==> config.mk <==
export PLATFORM = sky130hd
export DESIGN_NAME = fetch_unit
export DESIGN_NICKNAME = d
export VERILOG_FILES = /design/src/rtl/fetch_unit.sv
export SDC_FILE = /design/constraint.sdc
export NUM_CORES = 1
export LEC_CHECK = 0
export CORE_UTILIZATION = 50
export CTS_CLUSTER_DIAMETER = 50
export DETAILED_ROUTE_END_ITERATION = 8
export DONT_BUFFER_PORTS = 1
export PLACE_DENSITY = 0.73
export SLEW_MARGIN = 20
export SYNTH_ARGS = -nofsm -noshare
export SYNTH_HDL_FRONTEND = slang
export SYNTH_SLANG_ARGS = --single-unit
export TNS_END_PERCENT = 30
==> constraint.sdc <==
create_clock -name clk -period 4.45 [get_ports clk]
set_input_delay 0.445 -clock clk [delete_from_list [all_inputs] [get_ports clk]]
set_output_delay 0.445 -clock clk [all_outputs]
set_load 0.05 [all_outputs]
==> src/rtl/fetch_unit.sv <==
// Instruction fetch stage for the pipelined RV64 core.
//
// Sequential PCs are requested from instruction memory. Every accepted
// request reserves a slot in an in-order queue. Responses fill those slots
// in request order, and the head slot drives the IF/ID register.
//
// A redirect from EX flushes the queue and moves the fetch PC. It also
// records how many in-flight responses are now stale, so that they are
// discarded as they arrive.
//
// Handshake rules:
//   imem_req/imem_ready: a request transfers on a cycle where both are
//     high. imem_req may drop without a transfer, for example on a
//     redirect.
//   imem_rvalid: one response per cycle, in request order, with no
//     backpressure. A response with nothing outstanding is ignored.
//   inst_valid/stall: the head entry retires on a cycle with inst_valid=1,
//     stall=0 and redirect=0.
module fetch_unit #(
  parameter logic [63:0] RESET_PC = 64'h0,
  parameter int          DEPTH    = 4,
  parameter logic [31:0] NOP_INST = 32'h00000013
) (
  input  logic        clk,
  input  logic        rst_n,
  input  logic        stall,
  input  logic        redirect,
  input  logic [63:0] redirect_pc,
  output logic        imem_req,
  output logic [63:0] imem_addr,
  input  logic        imem_ready,
  input  logic        imem_rvalid,
  input  logic [31:0] imem_rdata,
  output logic [63:0] pc,
  output logic [31:0] inst,
  output logic        inst_valid
);

  localparam int PW = $clog2(DEPTH);
  localparam int CW = PW + 1;

  // Queue storage. Slots are allocated at tail, filled at fill_ptr and
  // retired at head.
  logic [63:0]      q_pc   [DEPTH];
  logic [31:0]      q_inst [DEPTH];
  logic [DEPTH-1:0] q_filled;

  logic [PW-1:0] head;
  logic [PW-1:0] tail;
  logic [PW-1:0] fill_ptr;
  logic [CW-1:0] occ;       // allocated entries, 0..DEPTH
  logic [CW-1:0] pend;      // allocated entries still waiting for data
  logic [CW-1:0] drop_cnt;  // stale responses still to be discarded
  logic [CW-1:0] drop_nxt;
  logic [63:0]   fetch_pc;

  logic          head_valid;
  logic          accept;
  logic          pop;
  logic          rsp_drop;
  logic          rsp_fill;
  logic [CW:0]   budget;

  // Issue control. Stale responses still occupy memory slots, so they
  // count against the queue depth.
  always_comb begin
    budget    = {1'b0, drop_cnt} + {1'b0, occ};
    imem_req  = rst_n && !redirect && (budget < (CW+1)'(DEPTH));
    imem_addr = fetch_pc;
    accept    = imem_req && imem_ready;
  end

  // Head presentation and retire decision. Only registered queue state is
  // used here, so a response that fills the head is visible one cycle later.
  always_comb begin
    head_valid = (occ != '0) && q_filled[head];
    inst_valid = head_valid;
    pc         = (occ != '0) ? q_pc[head] : fetch_pc;
    inst       = head_valid ? q_inst[head] : NOP_INST;
    pop        = head_valid && !stall && !redirect;
  end

  // Response routing. A stale response is discarded. Otherwise the response
  // fills the oldest waiting slot.
  always_comb begin
    rsp_drop = imem_rvalid && (drop_cnt != '0);
    rsp_fill = imem_rvalid && (drop_cnt == '0) && (pend != '0) && !redirect;
  end

  // Drop-count update. On a redirect every outstanding response becomes
  // stale. A response arriving in the same cycle is already dropped here, so
  // it is not counted twice.
  always_comb begin
    drop_nxt = drop_cnt;
    if (redirect) begin
      drop_nxt = drop_cnt + pend;
      if (imem_rvalid && ((drop_cnt != '0) || (pend != '0))) begin
        drop_nxt = drop_cnt + pend - CW'(1);
      end
    end else if (rsp_drop) begin
      drop_nxt = drop_cnt - CW'(1);
    end
  end

  // Fetch PC: redirect target word-aligned, otherwise advance on accept.
  always_ff @(posedge clk or negedge rst_n) begin
    if (!rst_n) begin
      fetch_pc <= RESET_PC;
    end else if (redirect) begin
      fetch_pc <= redirect_pc & ~64'h3;
    end else if (accept) begin
      fetch_pc <= fetch_pc + 64'd4;
    end
  end

  // Stale-response counter.
  always_ff @(posedge clk or negedge rst_n) begin
    if (!rst_n) begin
      drop_cnt <= '0;
    end else begin
      drop_cnt <= drop_nxt;
    end
  end

  // Queue pointers and counters. A redirect empties the queue.
  always_ff @(posedge clk or negedge rst_n) begin
    if (!rst_n) begin
      head     <= '0;
      tail     <= '0;
      fill_ptr <= '0;
      occ      <= '0;
      pend     <= '0;
    end else if (redirect) begin
      head     <= '0;
      tail     <= '0;
      fill_ptr <= '0;
      occ      <= '0;
      pend     <= '0;
    end else begin
      if (accept) begin
        tail <= tail + PW'(1);
      end
      if (pop) begin
        head <= head + PW'(1);
      end
      if (rsp_fill) begin
        fill_ptr <= fill_ptr + PW'(1);
      end
      occ  <= occ + CW'(accept) - CW'(pop);
      pend <= pend + CW'(accept) - CW'(rsp_fill);
    end
  end

  // Per-slot filled flags. Allocation clears the flag and a response sets
  // it. The queue is never full when it accepts, so the allocated slot is
  // never the slot being filled.
  always_ff @(posedge clk or negedge rst_n) begin
    if (!rst_n) begin
      q_filled <= '0;
    end else begin
      if (accept) begin
        q_filled[tail] <= 1'b0;
      end
      if (rsp_fill) begin
        q_filled[fill_ptr] <= 1'b1;
      end
    end
  end

  // Slot payload. It is only read once occ and q_filled mark it live, so it
  // needs no reset.
  always_ff @(posedge clk) begin
    if (accept) begin
      q_pc[tail] <= fetch_pc;
    end
    if (rsp_fill) begin
      q_inst[fill_ptr] <= imem_rdata;
    end
  end

endmodule

==> results of run 1 <==
worst register-to-register path: stages (launching register included):
cell	delay, ns
dfrtp_1	0.43
ha_1	0.29
nor4_1	0.30
and4_1	0.61
inv_2	0.20
buf_4	0.37
nand2b_1	0.50
o21ai_0	0.20
a221o_1	0.35
report_power, final:
part / switching, mW / internal [mW]
registers: 0.338 / 4.81
clock network: 1.68 / 2.36
logic: 0.878 / 0.367
final cells by class:
| type | instances | share of cell area, % |
|---|---|---|
| clock inverter | 22 | 1.03 |
| tap | 511 | 2.78 |
| clock buffer | 68 | 5.99 |
| sequential | 457 | 58.0 |
| multi-input combinational | 639 | 25.5 |
| antenna | 2 | 0.0218 |
| inverter | 21 | 0.343 |
| timing repair buffer | 155 | 6.37 |
cell families after synthesis:
kind of cell,Yosys count
XOR/XNOR,23
AO/OA/AOI/OAI,123
flip-flops,457
adder cells (fa/ha/maj),22
multiplexers,159
other,1
AND/OR/NAND/NOR,308
buffers and inverters,87
worst paths after layout:
path	end	slack, ns
max in group asynchronous	imem_addr[57]	3.57
min	imem_addr[56]	0.02
max reg2reg	imem_addr[19]	1.09
max	pc[2]	0.83
min reg2reg	q_filled[1]	0.48
min in group asynchronous	pend[1]	0.45
per-stage QoR:
stage                     worst slack (ns)  power (mW)
after floorplan                      0.851        6.11
after global placement                1.21        6.33
after detailed placement              1.07        6.37
after CTS                            0.742        10.5
after global routing                 0.716        10.7
final                                0.835        10.4
Yosys cell counts (all sizes together), types with 9 or more instances:
| master | count |
|---|---|
| a21o | 9 |
| a21oi | 10 |
| a31oi | 10 |
| and3 | 17 |
| and4 | 9 |
| buf | 18 |
| clkbuf | 48 |
| dfrtp | 81 |
| edfxtp | 376 |
| ha | 19 |
| inv | 21 |
| mux2 | 63 |
| mux4 | 95 |
| nand2 | 85 |
| nand3 | 38 |
| nand4 | 27 |
| nor2 | 35 |
| nor2b | 41 |
| nor3 | 13 |
| o211ai | 10 |
| o21ai | 47 |
| o311ai | 12 |
| xnor2 | 11 |
| xor2 | 12 |
metal layers:
| metal | vias up | GRT usage [%] |
|---|---|---|
| li1 | 4933 | - |
| met1 | 5914 | 31.3 |
| met2 | 470 | 38.8 |
| met3 | 66 | 6.06 |
| met4 | 2 | 6.19 |
| met5 | - | 0 |
state kept, by name (all words and copies together) (netlist names):
register   cells
q_pc         248
pend           3
drop_cnt       3
q_filled       4
q_inst       128
tail           2
fill_ptr       2
imem_addr     62
head           2
occ            3
==> results.yml, run 1 <==
critical_path:
  cp.depth: 4
  crit_buf_inv: 2
  r2r-start: "drop_cnt[2]"
  critical_path.max_stage_delay_ns: 0.72
  path_max_fanout: 50
  startpoint: "head[1]"
  crit_path_top_delay_cell: "buf_4"
  cp.required_ns: 4.01
  crit_type: "flip-flop to output port"
  path_cells: "buf_4, buf_4, mux4_2, mux2_2"
  crit_family: "buffers and inverters"
  worst_ep_arrival_time_ns: 3.17
  crit_path_start_kind: "flip-flop"
  rr_worst_depth: 8
  worst_setup_path_end_kind: "output port"
  path_common_cell: "buf_4"
logic_synthesis:
  synth_cell_types: 61
  syn_area_sq_um: 19500
  synth-async-reset-ratio_pct: 17.7
  synth_top_cell_area_share_pct: 57.9
  yosys.area.top_type: "edfxtp_1"
  muxShareOfSynthArea_pct: 14.7
  synth_seq_cells: 457
  synth_cells: 1180
  synth_xor_area_share_pct: 1.03
  synth_compound_area_share_pct: 4.18
  synthTopCellsByArea: "edfxtp_1, mux4_2, dfrtp_1, mux2_2, nand2_1"
  synth_edf_count: 376
  synthSimpleGateAreaFrac_pct: 8.47
  ys_warn_count: 0
  ys_seq_area_share_pct: 68.3
  synth_top_flop_cell: "edfxtp_1"
  syn_area_per_cell_sq_um: 16.5
  synth_top_family_by_area: "multiplexers"
  synthAdderAreaFrac_pct: 1.53
sta:
  finalCritPeriodShare_pct: 81.2
  tightest_slew_ns: 1.03
  rsz0062_at_grt: "no"
  min_period_ns: 3.62
  fin_skew_ns: 0.0360
  tns_ns: 0
  setup_violations: 0
  drv_slew: 0
  hold_viol_final: 0
  slew_headroom_pct: 31.2
  finalHoldWorstSlack_ns: 0.0219
  max_freq_mhz: 277
clocking:
  clock-sinks: 457
  cts_tree: "built"
  cts_buffers: 48
  cts_setup_buffers: 0
  ctsLongestPathBuffers: 3
  insertion_delay_ns: 0.60
  cts_root_buf: "clkbuf_16"
  clkSlewWorstSetupHoldPaths_ns: 0.06
  cts.htree.levels: 2
  hold_buffers: 84
  ctsResizeCount: 0
placed_design:
  io_buffers: 0
  dpl-instance-area_sq_um: 20500
  place_inst: 1699
  routabilityCongestion: 0.814
  dpl.hpwl_mm: 27.3
route:
  avgViaCountPerCell: 6.07
  drtAntennaViolNets: 0
  drt_pass1_iterations: 8
  wl_met1_mm: 18.8
  dr_wl_met2_mm: 23.0
  routed_wl_mm: 46.6
  vias: 11400
  wl_met3_mm: 3.90
  drc: 0
  routedWlPerCell_um: 24.9
  highest-signal-layer: "met5"
  drtIter0Drc: 930
cells_and_area:
  layout_commonest_cell: "edfxtp_1"
  drive_gt1_share_pct: 24.5
  ff_latch_area_sq_um: 13300
  multiInputGateArea_sq_um: 5860
  fin_nets: 1446
  synthToLayoutAreaGrowth_pct: 17.8
  stdcell_count: 1875
  postLayoutCellArea_sq_um: 23000
  nFillCells: 2776
  final_util_pct: 60.5
  layout_common_cells: "edfxtp_1, mux4_2, nand2_1"
die:
  rows: 71
  die_h_um: 200
  die_area_sq_um: 39800
  die-width_um: 200
  ios: 264
  start_util_pct: 51.3
  coreArea_sq_um: 38000
global_routing:
  grt_pass1_wl_mm: 69.3
  antenna_found_initial: 3
  grt_max_degree: 85
  grt_overflow: 0
  track_usage_pct: 23.6
  grt_pass1_vias: 11400
power:
  p_leak_nw: 7.90
  ir_drop_mv: 0.389
  p_per_area_nw_per_um2: 454
hold_path:
  whs_path_depth: 2
  hp-class: "primary input to flip-flop"
  hold_start: "redirect_pc[56]"
run:
  drv_cap: 0
outcome:
  status: "completed"
Note: power is estimated with default switching activity, not from simulation.
==> inputs of run 2 (changes only) <==
- PLACE_DENSITY: 0.73 -> 0.76
- clock period: 4.45 -> 3.2 ns (I/O delays scaled with it)
==> run 2 against run 1 <==
- worst setup slack worse by 0.59 ns
- via count up 2.4%
- global-route usage up 0.68 points
- routed wire length rose by 1.8%
- largest power group unchanged
- sequential share of layout area shrank 1.2 points
- clock power rose by 29%
- highest routed layer is now met4
- final area is 2.0% higher
- die area unchanged
- sequential power up 33%
- combinational power rose by 76%
- clock skew down 0.017 ns
==> results.yml, run 2 (same netlist as run 1, synthesis figures left out) <==
route:
  avgViaCountPerCell: 5.99
  routedWlPerCell_um: 24.4
  drc: 0
  drt_pass1_iterations: 5
  drtAntennaViolNets: 0
  drtIter0Drc: 929
  vias: 11700
  routed_wl_mm: 47.4
cells_and_area:
  layout_commonest_cell: "edfxtp_1"
  largest_register: "q_pc"
  nFillCells: 2754
  ff_latch_area_sq_um: 13300
  largest_reg_flops: 248
  multiInputGateArea_sq_um: 5860
  postLayoutCellArea_sq_um: 23500
  fin_nets: 1505
  synthToLayoutAreaGrowth_pct: 20.2
  drive_gt1_share_pct: 26.3
  layout_common_cells: "edfxtp_1, buf_4, dlygate4sd3_1"
sta:
  setup_violations: 0
  drv_slew: 0
  slew_headroom_pct: 43.1
  tns_ns: 0
  min_period_ns: 2.96
  finalCritPeriodShare_pct: 92.5
  hold_viol_final: 0
  fin_skew_ns: 0.0192
  rsz0062_at_grt: "no"
  max_freq_mhz: 338
  tightest_slew_ns: 0.850
global_routing:
  grt_max_degree: 96
  grt_pass1_wl_mm: 71.7
  grt_pass1_vias: 12000
  grt_overflow: 0
  track_usage_pct: 24.3
  antenna_found_initial: 10
critical_path:
  worst_setup_path_end_kind: "output port"
  crit_path_start_kind: "flip-flop"
  worst_r2r_endpoint: "imem_addr[44]"
  critical_path.max_stage_delay_ns: 0.66
  path_cells: "buf_12, mux4_2, mux2_2"
  rrSetupSlack_ns: 0.39
  rr_worst_depth: 8
  path_max_fanout: 42
  cp.required_ns: 2.88
  r2r-start: "occ[2]"
  crit_type: "flip-flop to output port"
  crit_path_top_delay_cell: "dfrtp_4"
  worst_ep_arrival_time_ns: 2.64
die:
  die_area_sq_um: 39800
  die-width_um: 200
  coreArea_sq_um: 38000
  ios: 264
  start_util_pct: 51.3
  rows: 71
  die_h_um: 200
hold_path:
  whs_path_depth: 3
  hold_start: "imem_rvalid"
  hp-class: "primary input to flip-flop"
  min_to: "drop_cnt[2]"
placed_design:
  io_buffers: 0
  dpl-instance-area_sq_um: 20900
  routabilityCongestion: 0.805
  dpl.hpwl_mm: 27.8
power:
  p_leak_nw: 8.12
  p_per_area_nw_per_um2: 607
  total_power_mw: 14.2
  ir_drop_mv: 0.468
run:
  drv_cap: 0
clocking:
  ctsLongestPathBuffers: 3
  cts_setup_buffers: 0
  insertion_delay_ns: 0.57
  cts_root_buf: "clkbuf_16"
  cts_tree: "built"
  clock-sinks: 457
  clkSlewWorstSetupHoldPaths_ns: 0.06
  cts.htree.levels: 2
  cts_buffers: 47
outcome:
  status: "completed"
run 2: cell types whose count changed in the layout (fill, tap and decap cells not counted), moves of 2 or more:
cell | before | now
buf_4 | 66 | 104
dlygate4sd3_1 | 82 | 98
diode_2 | 2 | 13
clkbuf_8 | 8 | 1
clkinv_1 | 3 | 9
buf_12 | 6 | 11
clkinv_2 | 7 | 11
clkbuf_1 | 11 | 8
clkinvlp_4 | 3 | 6
inv_16 | 2 | 0
inv_2 | 5 | 3
inv_6 | 1 | 3
run 2: timing repair:
action                    in CTS  in global routing
resized for setup              0                  0
hold endpoints to repair     285                  0
hold buffers                 100                  0
run 2: worst max-delay path by stage:
stage	startpoint	end	slack, ns	cells after the start
detailed placement	occ[2]	imem_addr[44]	0.43	8
finish	head[0]	pc[38]	0.24	3
floorplan	drop_cnt[2]	q_pc[2][10]	-0.40	8
global placement	drop_cnt[2]	imem_addr[44]	0.45	8
global route	head[0]	pc[38]	0.08	3
CTS	head[0]	pc[38]	0.16	3
run 2: cell type report:
type                       instances  share of cell area (%)
antenna                           13                   0.139
sequential                       457                    56.8
tap                              511                    2.73
clock buffer                      57                    5.31
timing repair buffer             215                    8.68
multi-input combinational        639                    25.0
inverter                          21                   0.368
clock inverter                    31                   0.981
run 2: critical path, delay by kind of cell (launching register included):
| kind | cells | cell delay [ns] |
|---|---|---|
| multiplexers | 2 | 0.99 |
| flip-flops | 1 | 0.66 |
| buffers and inverters | 1 | 0.38 |
run 2: power breakdown:
part,switching [mW],internal [mW]
Combinational,1.60,0.602
Sequential,0.133,6.69
Clock,2.27,2.95
run 2: metrics by stage:
| step | setup slack (ns) | utilization, % | hold slack, ns | std cells |
|---|---|---|---|---|
| 3_3_place_gp | 0.451 | 55.0 | 0.0286 | 1743 |
| 5_1_grt | 0.0829 | 61.7 | 0.0476 | 1942 |
| 2_1_floorplan | -0.399 | - | 0.0244 | 1183 |
| 6_report | 0.242 | 61.7 | 0.0341 | 1944 |
| 4_1_cts | 0.164 | 61.6 | 0.00778 | 1931 |
| 3_5_place_dp | 0.431 | 55.0 | 0.0297 | 1743 |
run 2: layer usage:
layer | GRT usage (%) | share of wire, % | vias to the layer above
li1 | - | - | 5074
met5 | 0 | 0 | -
met2 | 39.0 | 49 | 535
met4 | 9.84 | 2.9 | 0
met1 | 31.5 | 39 | 5953
met3 | 6.40 | 8.9 | 92
